[src/rtl/boot_loader_pkg.sv]
// Shared types, stream codes and lane helper for the instruction-memory boot loader.
package boot_loader_pkg;

  localparam int unsigned STATE_W = 3;
  localparam int unsigned BYTE_W  = 8;
  localparam int unsigned WORD_W  = 32;
  localparam int unsigned CNT_W   = 3;

  typedef enum logic [STATE_W-1:0] {
    ST_IDLE  = 3'd0,
    ST_LOAD  = 3'd1,
    ST_WRITE = 3'd2,
    ST_RUN   = 3'd3,
    ST_ERROR = 3'd4
  } state_t;

  localparam logic [BYTE_W-1:0] SOF_CODE = 8'hFE;
  localparam logic [BYTE_W-1:0] EOF_CODE = 8'hFF;
  localparam logic [BYTE_W-1:0] ESC_CODE = 8'hFD;

  // Place one byte into a little-endian lane of a word, leaving other lanes intact.
  function automatic logic [WORD_W-1:0] insert_lane(input logic [WORD_W-1:0] word,
                                                    input logic [1:0]        lane,
                                                    input logic [BYTE_W-1:0] data);
    logic [WORD_W-1:0] res;
    res = word;
    res[{lane, 3'b000} +: BYTE_W] = data;
    return res;
  endfunction

endpackage

[src/rtl/byte_word_packer.sv]
// Byte-to-word assembler: lane counter, escape flag and little-endian word register.
module byte_word_packer
  import boot_loader_pkg::*;
(
  input  logic              clk,
  input  logic              rst_n,
  input  logic              flush,
  input  logic              ack,
  input  logic              push,
  input  logic              esc_set,
  input  logic [BYTE_W-1:0] data,
  output logic [CNT_W-1:0]  byte_cnt,
  output logic              esc,
  output logic [WORD_W-1:0] word,
  output logic              word_valid_c
);

  // The pushed byte completes the word when it lands in lane 3.
  assign word_valid_c = push & (byte_cnt == CNT_W'(3));

  // Lane counter, escape flag and word assembly; flush wins over everything.
  always_ff @(posedge clk or negedge rst_n) begin
    if (!rst_n) begin
      byte_cnt <= '0;
      esc      <= 1'b0;
      word     <= '0;
    end else if (flush) begin
      byte_cnt <= '0;
      esc      <= 1'b0;
    end else if (ack) begin
      byte_cnt <= '0;
    end else if (push) begin
      word     <= insert_lane(word, byte_cnt[1:0], data);
      byte_cnt <= byte_cnt + CNT_W'(1);
      esc      <= 1'b0;
    end else if (esc_set) begin
      esc      <= 1'b1;
    end
  end

endmodule

[src/rtl/imem_boot_loader.sv]
// Serial program loader and run sequencer: frames a byte stream, writes packed
// words into instruction memory, then raises start_o to release the core.
// Optional macro LOADER_TIMEOUT_EN aborts a stalled partial word after TIMEOUT_CYC idle cycles.
module imem_boot_loader
  import boot_loader_pkg::*;
#(
  parameter int unsigned ADDR_W      = 6,
  parameter int unsigned IMEM_WORDS  = 64,
  parameter int unsigned TIMEOUT_CYC = 1024
) (
  input  logic              clk_i,
  input  logic              reset_n,
  input  logic              byte_valid_i,
  input  logic [7:0]        byte_i,
  output logic              byte_ready_o,
  output logic              imem_we_o,
  output logic [ADDR_W-1:0] imem_addr_o,
  output logic [31:0]       imem_wdata_o,
  input  logic              imem_ready_i,
  input  logic              halt_i,
  output logic              start_o,
  output logic              err_o,
  output logic [ADDR_W:0]   loaded_words_o,
  output logic [2:0]        state_o
);

  localparam int unsigned LW_W = ADDR_W + 1;

  // Reject configurations the address/count registers cannot represent.
  if (IMEM_WORDS > (2 ** ADDR_W) || TIMEOUT_CYC == 0) begin : g_cfg_check
    $error("imem_boot_loader: IMEM_WORDS exceeds address space or TIMEOUT_CYC is zero");
  end

  state_t            state, next_state;
  logic [CNT_W-1:0]  byte_cnt;
  logic              esc;
  logic              word_valid_c;
  logic              acc_c, sof_c, eof_c, esc_code_c, data_c, full_c;
  logic              push_c, esc_set_c, ack_c, restart_c, flush_c, timeout_c;
  logic              ready_d, we_d, start_d, err_d;

  // Byte classification; an escaped byte is always data.
  assign acc_c      = byte_valid_i & byte_ready_o;
  assign sof_c      = acc_c & ~esc & (byte_i == SOF_CODE);
  assign eof_c      = acc_c & ~esc & (byte_i == EOF_CODE);
  assign esc_code_c = acc_c & ~esc & (byte_i == ESC_CODE);
  assign data_c     = acc_c & ~sof_c & ~eof_c & ~esc_code_c;
  // loaded_words tracks addr but is one bit wider, so it can represent a full memory.
  assign full_c     = (loaded_words_o == LW_W'(IMEM_WORDS));

  // Datapath strobes derived from current state and inputs.
  assign push_c    = (state == ST_LOAD) & data_c & ~full_c & ~halt_i;
  assign esc_set_c = (state == ST_LOAD) & esc_code_c & ~halt_i;
  assign ack_c     = (state == ST_WRITE) & imem_ready_i & ~halt_i;
  assign restart_c = sof_c & ~(halt_i & ((state == ST_LOAD) | (state == ST_RUN)));
  assign flush_c   = restart_c | (next_state == ST_IDLE) | (next_state == ST_RUN) |
                     (next_state == ST_ERROR);

`ifdef LOADER_TIMEOUT_EN
  localparam int unsigned TO_W = $clog2(TIMEOUT_CYC + 1);
  logic [TO_W-1:0] idle_cnt;

  // Idle-cycle counter in LOAD; any accepted byte or leaving LOAD restarts it.
  always_ff @(posedge clk_i or negedge reset_n) begin
    if (!reset_n) begin
      idle_cnt <= '0;
    end else if ((state == ST_LOAD) && !acc_c) begin
      if (idle_cnt != TO_W'(TIMEOUT_CYC)) idle_cnt <= idle_cnt + TO_W'(1);
    end else begin
      idle_cnt <= '0;
    end
  end

  assign timeout_c = (state == ST_LOAD) & ~acc_c & (idle_cnt == TO_W'(TIMEOUT_CYC)) &
                     ((byte_cnt != '0) | esc);
`else
  assign timeout_c = 1'b0;
`endif

  // State register plus registered Moore outputs decoded from the next state.
  always_ff @(posedge clk_i or negedge reset_n) begin
    if (!reset_n) begin
      state        <= ST_IDLE;
      byte_ready_o <= 1'b1;
      imem_we_o    <= 1'b0;
      start_o      <= 1'b0;
      err_o        <= 1'b0;
    end else begin
      state        <= next_state;
      byte_ready_o <= ready_d;
      imem_we_o    <= we_d;
      start_o      <= start_d;
      err_o        <= err_d;
    end
  end

  // Next-state selection; halt has priority over stream bytes in LOAD/WRITE/RUN.
  always_comb begin
    next_state = state;
    unique case (state)
      ST_IDLE: begin
        if (sof_c) next_state = ST_LOAD;
      end
      ST_LOAD: begin
        if (halt_i)                 next_state = ST_IDLE;
        else if (timeout_c)         next_state = ST_ERROR;
        else if (sof_c)             next_state = ST_LOAD;
        else if (eof_c)             next_state = (byte_cnt == '0) ? ST_RUN : ST_ERROR;
        else if (data_c && full_c)  next_state = ST_ERROR;
        else if (word_valid_c)      next_state = ST_WRITE;
      end
      ST_WRITE: begin
        if (halt_i)            next_state = ST_IDLE;
        else if (imem_ready_i) next_state = ST_LOAD;
      end
      ST_RUN: begin
        if (halt_i)     next_state = ST_IDLE;
        else if (sof_c) next_state = ST_LOAD;
      end
      ST_ERROR: begin
        if (sof_c) next_state = ST_LOAD;
      end
      default: next_state = ST_IDLE;
    endcase
  end

  // Output values for the state being entered.
  always_comb begin
    ready_d = 1'b1;
    we_d    = 1'b0;
    start_d = 1'b0;
    err_d   = 1'b0;
    unique case (next_state)
      ST_WRITE: begin
        ready_d = 1'b0;
        we_d    = 1'b1;
      end
      ST_RUN:   start_d = 1'b1;
      ST_ERROR: err_d   = 1'b1;
      default: ;
    endcase
  end

  // Write address and word count: cleared by SOF, advanced on each accepted write.
  always_ff @(posedge clk_i or negedge reset_n) begin
    if (!reset_n) begin
      imem_addr_o    <= '0;
      loaded_words_o <= '0;
    end else if (restart_c) begin
      imem_addr_o    <= '0;
      loaded_words_o <= '0;
    end else if (ack_c) begin
      imem_addr_o    <= imem_addr_o + ADDR_W'(1);
      loaded_words_o <= loaded_words_o + LW_W'(1);
    end
  end

  assign state_o = state;

  byte_word_packer u_packer (
    .clk          (clk_i),
    .rst_n        (reset_n),
    .flush        (flush_c),
    .ack          (ack_c),
    .push         (push_c),
    .esc_set      (esc_set_c),
    .data         (byte_i),
    .byte_cnt     (byte_cnt),
    .esc          (esc),
    .word         (imem_wdata_o),
    .word_valid_c (word_valid_c)
  );

endmodule

[config.mk]
export PLATFORM = sky130hd
export DESIGN_NAME = imem_boot_loader
export DESIGN_NICKNAME = d
export VERILOG_FILES = /design/src/rtl/boot_loader_pkg.sv /design/src/rtl/byte_word_packer.sv /design/src/rtl/imem_boot_loader.sv
export SDC_FILE = /design/constraint.sdc
export NUM_CORES = 1
export LEC_CHECK = 0
export CAP_MARGIN = 20
export CORE_MARGIN = 8
export CORE_UTILIZATION = 27
export CTS_BUF_LIST = sky130_fd_sc_hd__clkbuf_16
export CTS_CLUSTER_SIZE = 20
export DETAILED_ROUTE_END_ITERATION = 10
export MAX_ROUTING_LAYER = met4
export PLACE_DENSITY = 0.53
export SLEW_MARGIN = 20
export SYNTH_ARGS = -nofsm -noshare
export SYNTH_HDL_FRONTEND = slang
export SYNTH_SLANG_ARGS = --single-unit
export TNS_END_PERCENT = 50
[constraint.sdc]
create_clock -name clk_i -period 2.1 [get_ports clk_i]
set_clock_uncertainty 0.05 [all_clocks]
set_input_delay 0.21 -clock clk_i [delete_from_list [all_inputs] [get_ports clk_i]]
set_output_delay 0.21 -clock clk_i [all_outputs]
set_load 0.03 [all_outputs]
======== Word-level counts from Yosys, hierarchy flattened ========
Index checks and enable logic that the tools add are counted.
word-level totals
  flip-flop bits (word level) ............. 56
  output and inout port bits .............. 52
  logic and storage cells ................. 97
operators by class
  add/sub/neg operators ................... 4
  eq/ne operators ......................... 13
  shifts and indexed selects .............. 2
  muxes and demuxes ....................... 27
  bitwise operators ....................... 31
  reduce and logical (&&, ||, !) cells .... 10
operators by type and width
  cell                                                    count
  two-way mux 3 bit                                       13
  bitwise mux 32 bit                                      1
  variable shift 8 x 7 -> 32 bit (first input constant)   1
  variable part select 8 x 7 -> 32 bit                    1
  == test 8 bit (second input constant)                   3
  AND 1 bit                                               18
  == test 3 x 2 -> 1 bit (second input constant)          5
  two-way mux 7 bit                                       2
  two-way mux 6 bit                                       2
  one-hot mux 3 bit (4 select lines)                      1
  zero test 3 bit                                         3
  NOT 1 bit                                               9
  two-way mux 1 bit                                       8
  adder 7 x 1 -> 7 bit (second input constant)            1
  == test 7 bit (second input constant)                   1
  negation 5 -> 7 bit                                     1
  adder 6 x 1 -> 6 bit (second input constant)            1
  == test 3 bit (second input constant)                   2
  nonzero test 3 bit                                      2
  bitwise OR 1 bit                                        4
  adder 3 x 1 -> 3 bit (second input constant)            1
  == test 3 x 1 -> 1 bit (second input constant)          1
  AND reduction 3 bit                                     1
  inequality test 2 x 1 -> 1 bit (second input constant)  1
  other kinds (4)                                         4

======== Depth between registers and ports, before layout ========
  depth in word-level cells ............... 23
  mapped depth ............................ 8
  depth with buffers taken out ............ 7

======== Hierarchy ========
A second synthesis with hierarchy kept.
unflattened totals
  cell total of the unflattened synthesis .. 229
  area total of the unflattened synthesis .. 2776.4 sq um
modules (own cells, without submodules)
  module            instances  cells an instance  area each (sq um)
  byte_word_packer  1          105                1541.5
  imem_boot_loader  1          124                1234.9

======== Worst setup path before layout ========
No wires, ideal clock.
  path type ............................... reg-to-reg
  start point ............................. reg loaded_words_o[2]
  end point ............................... reg u_packer.byte_cnt[1]
  library setup time ...................... 0.104 ns
  arrival ................................. 2.024 ns
  setup slack ............................. -0.078 ns
  cell stages (with the launch flop) ...... 7
  buffers on the path ..................... 0
  period minus slack after synthesis ...... 2.178 ns
  cells stage by stage .................... dfrtp_1 -> nor4b_1 -> nand3b_1 -> nor3b_4 -> a221o_2 -> xnor2_2 -> o41ai_2
on the way
  word-level cells in the longest chain between the ends .. 16
  elaborated cells between the ends (all ways) .. 20
  classes of those cells .................. eq/ne: 3; mux: 7; bitwise: 7; reduce/logical: 3
ends and longest elaborated chain
  item                                                               line                     text
  start, declared                                                    imem_boot_loader.sv:23   output logic [ADDR_W:0] loaded_words_o,
  start signal, assigned                                             imem_boot_loader.sv:154  loaded_words_o <= loaded_words_o + LW_W'(1);
  == test 7 bit *                                                    imem_boot_loader.sv:49   assign full_c = (loaded_words_o == LW_W'(IMEM_WORDS));
  NOT 1 bit                                                          imem_boot_loader.sv:52   assign push_c = (state == ST_LOAD) & data_c & ~full_c & ~halt_i;
  AND 1 bit (2 in a row)                                             imem_boot_loader.sv:52
  AND 1 bit                                                          byte_word_packer.sv:19   assign word_valid_c = push & (byte_cnt == CNT_W'(3));
  two-way mux 3 bit                                                  imem_boot_loader.sv:110  else if (word_valid_c) next_state = ST_WRITE;
  two-way mux 3 bit *                                                imem_boot_loader.sv:109  else if (data_c && full_c) next_state = ST_ERROR;
  two-way mux 3 bit *                                                imem_boot_loader.sv:108  else if (eof_c) next_state = (byte_cnt == '0) ? ST_RUN : ST_ERROR;
  two-way mux 3 bit *                                                imem_boot_loader.sv:107  else if (sof_c) next_state = ST_LOAD;
  two-way mux 3 bit *                                                imem_boot_loader.sv:105  if (halt_i) next_state = ST_IDLE;
  one-hot mux 3 bit (4 select lines) *                               imem_boot_loader.sv:100  unique case (state)
  named net next_state[1]                                            imem_boot_loader.sv:34   state_t state, next_state;
  zero test 3 bit                                                    imem_boot_loader.sv:56   assign flush_c = restart_c | (next_state == ST_IDLE) | (next_state == ST_RUN) |
  bitwise OR 1 bit (2 in a row)                                      imem_boot_loader.sv:56
  bitwise OR 1 bit *                                                 imem_boot_loader.sv:56
  nonzero test 3 bit (no line) or two-way mux 3 bit (tied branches)  --
  end signal, assigned                                               byte_word_packer.sv:34   byte_cnt <= byte_cnt + CNT_W'(1);
  end, declared                                                      byte_word_packer.sv:12   output logic [CNT_W-1:0] byte_cnt,
The timed path passes the listed nets; every way through them passes the cells marked *.
A chain may end at the register's enable or synchronous reset.

======== Final worst setup path ========
  start point ............................. in byte_i[5]
  end point ............................... reg u_packer.byte_cnt[1]
on the way
  word-level cells in the longest chain between the ends .. 21
  elaborated cells between the ends (all ways) .. 34
  classes of those cells .................. eq/ne: 5; mux: 9; bitwise: 17; reduce/logical: 3
ends and longest elaborated chain
  item                                                               line                     text
  start, declared                                                    imem_boot_loader.sv:14   input logic [7:0] byte_i,
  == test 8 bit                                                      imem_boot_loader.sv:44   assign sof_c = acc_c & ~esc & (byte_i == SOF_CODE);
  AND 1 bit                                                          imem_boot_loader.sv:44
  NOT 1 bit                                                          imem_boot_loader.sv:47   assign data_c = acc_c & ~sof_c & ~eof_c & ~esc_code_c;
  AND 1 bit (3 in a row)                                             imem_boot_loader.sv:47
  AND 1 bit (3 in a row)                                             imem_boot_loader.sv:52
  AND 1 bit                                                          byte_word_packer.sv:19
  two-way mux 3 bit                                                  imem_boot_loader.sv:110
  two-way mux 3 bit                                                  imem_boot_loader.sv:109
  two-way mux 3 bit                                                  imem_boot_loader.sv:108
  two-way mux 3 bit                                                  imem_boot_loader.sv:107
  two-way mux 3 bit                                                  imem_boot_loader.sv:105
  one-hot mux 3 bit (4 select lines)                                 imem_boot_loader.sv:100
  zero test 3 bit                                                    imem_boot_loader.sv:56
  bitwise OR 1 bit (3 in a row)                                      imem_boot_loader.sv:56
  nonzero test 3 bit (no line) or two-way mux 3 bit (tied branches)  --
Parallel ways exist; a longest one is shown, timed or not.

==> impl_metrics.tcl <==
set metrics [dict create \
    numCtsBuffers 5 \
    fin_crit_ps 2030 \
    startpoint_type "input port" \
    cp_top_family "compound AO/OA/AOI/OAI gates" \
    rr_worst_depth 6 \
    synthArstFlopShare_pct 100 \
    grt-ovfl-total 0 \
    rsz0062_at_grt "true" \
    cp-end-kind "flip-flop" \
    reg2reg_to "u_packer.word[26]$_DFFE_PN0P_" \
    antenna_cells 0 \
    grt_pass1_vias 2289 \
    synth_area_um2 2660 \
    final_nets 404 \
    fp.dieW_um 115 \
    worst_path_max_delay_cell "clkdlybuf4s50_1" \
    place_ws_ps -356 \
    syn_area_per_cell_um2 9.49 \
    dr.first_iter.drc_count 46 \
    boundaryPins 65 \
    slew_violations 0 \
    wl_um 7220 \
    min-delay-start "byte_i[6]" \
    hold_viol 0 \
    vias 2259 \
    wire_per_inst_um 14.0 \
    dp_cells 506 \
    yosysTopAreaCellShare_pct 51.8 \
    root_buffer "clkbuf_16" \
    synth.distinct_cells 41 \
    design_area_um2 3980 \
    period_share_pct 96.8 \
    startpoint "byte_i[5]" \
    htreeDepth 2 \
    crit_fanout 8 \
    postRouteAntennaNets 0 \
    path_cells "clkdlybuf4s50_1 > nand3_2 > o41ai_4 > nor3b_4 > buf_4 > or2_2 > o41ai_2" \
    clkLatencyLatePin_ps 290 \
    tightest_slew_ps 360 \
    r2r-start "state_o[2]$_DFF_PN0_" \
    critPathArrivalTime_ps 2170 \
    grt_max_degree 57 \
    globalRouteTotalUtil_pct 11.8 \
    die_h_um 115 \
    cellLeakagePower_nw 1.76 \
    dpl-instance-area_um2 3790 \
    drt-pass1-iter-count 4 \
    synth_ff_type "dfrtp_1" \
    routabilityCongestion 0.781 \
    yosys-top-cells-area "dfrtp_1, nand2_1, o21ai_0" \
    whs_ps 332 \
    grt_pass1_wl_um 12100 \
    status "finished, final reports clean" \
    fillers 939 \
    initial_core_util_pct 27.4 \
    max_clock_freq_ghz 0.492 \
    final.setup.worst_slack_ps 66.8 \
    clkSinkCount 56 \
    power_mw 2.05 \
    critPathBufInv 2 \
    synth-edff-count 0 \
    area_growth_pct 49.7 \
    synth_most_common_cell "nand2_1" \
    synth-seq-cells 56 \
    antenna_found_initial 0 \
    clockBufferDepth 2 \
    maxCapViolations 0 \
    min_to "u_packer.word[22]$_DFFE_PN0P_" \
    syn_inst 280 \
    drive_gt1_share_pct 17.8 \
    io_buffers 64 \
    synth_commonest_cells "nand2_1, dfrtp_1, o21ai_0" \
    max_slew_margin_pct 75.9 \
    critPathRequiredTime_ps 2230 \
    finalSetupTns_ps 0 \
    final_util_pct 41.1 \
    setup-violations-final 0 \
    yosysWarningCount 0 \
    powerDensity_nw_per_um2 517 \
    yosysTopAreaCell "dfrtp_1" \
    synth_nets 303 \
    detail_route.vias_per_cell 4.39 \
    hpwl_um 5440 \
    rows 36 \
    worstHoldPathCells 4 \
    fin_cells 515 \
    dieArea_um2 13300 \
    core-area_um2 9680 \
    path_class "input port to flip-flop" \
    slowest_delay_ps 500 \
    holdCritPathClass "input port to flip-flop" \
    post_cts_buffers 0 \
    cts_tree "yes" \
    route.detailed.drc 0 \
    worst-r2r-setup-slack_ps 110 \
    path_clk_slew_ps 70 \
    synth-seq-area-share_pct 52.8 \
    ir_worst_vdd_v 0.000308 \
]
-- worst max path at each step --
| stage | to | slack [ps] | cells past startpoint |
|---|---|---|---|
| 3_3_place_gp | u_packer.byte_cnt[0]$_DFFE_PN0P_ | -270 | 7 |
| 2_1_floorplan | u_packer.word[14]$_DFFE_PN0P_ | 40 | 6 |
| 4_1_cts | u_packer.byte_cnt[1]$_DFFE_PN0P_ | 30 | 7 |
| 3_5_place_dp | u_packer.byte_cnt[1]$_DFFE_PN0P_ | -360 | 7 |
| 6_report | u_packer.byte_cnt[1]$_DFFE_PN0P_ | 70 | 7 |
| 5_1_grt | u_packer.byte_cnt[1]$_DFFE_PN0P_ | -6 | 6 |
-- area by class of cell --
cell class / instances / area, µm² / area share [%]
flip-flops and latches: 56 / 1410 / 35.4
clock buffers: 5 / 125 / 3.15
repair buffers: 104 / 1010 / 25.4
well taps: 133 / 166 / 4.18
clock inverters: 3 / 20.0 / 0.503
inverters: 9 / 33.8 / 0.849
multi-input cells: 205 / 1210 / 30.5
-- layer usage --
| layer | wire length (µm) | GRT usage, % | up-vias |
|---|---|---|---|
| met5 | 0 | - | - |
| li1 | - | - | 1142 |
| met1 | 3550 | 15.5 | 1056 |
| met2 | 3200 | 18.0 | 59 |
| met3 | 463 | 3.26 | 2 |
| met4 | 18 | 1.66 | 0 |
-- power by group --
| group | internal [mW] | switching, mW |
|---|---|---|
| registers | 1.08 | 0.00578 |
| clock network | 0.441 | 0.383 |
| logic | 0.0626 | 0.0784 |
-- logic make-up after synthesis --
group / share of synthesized area (%)
AOI/OAI and AO/OA: 12.1
and+or+nand+nor: 23.5
adders and majority gates: 4.71
DFF: 52.8
buffers and inverters: 2.68
xor gates and xnor gates: 4.24
-- sequential cells by signal, indices dropped and copies added, names as in the netlist --
name and cells:
u_packer.esc 1, imem_we_o 1, u_packer.word 32, byte_ready_o 1, state_o 3, u_packer.byte_cnt 3
imem_addr_o 6, start_o 1, err_o 1, loaded_words_o 7
-- worst register-to-register path, stage by stage, from the launching register on --
cell     delay, ps
dfrtp_2        440
or4b_4         570
nor3b_4        230
buf_4          180
nand2_1        100
buf_12         150
o21ai_0        180
-- layout by cell type, fill, tap and decap left out, types with 2 or more instances in the layout --
cell	instances
xnor2_1	4
nor3_1	5
o21ai_0	33
clkbuf_16	5
buf_12	5
and2_1	2
xor2_1	7
dfrtp_2	5
dfrtp_1	50
a21oi_1	2
dlymetal6s2s_1	3
a22oi_1	3
buf_4	34
clkdlybuf4s50_1	60
nor2_1	20
nand2_1	80
nand3b_1	2
inv_1	10
and3_1	5
nand3_1	3
ha_1	10
nand4_1	3
-- timing repair --
item                                    in CTS  in global routing
hold buffers                                 1                  0
pin swaps                                    1                  1
gates resized for setup                      1                  6
endpoints found under the setup margin       4                  3
hold endpoints to repair                    55                  0
(Power assumes the default switching activity.)
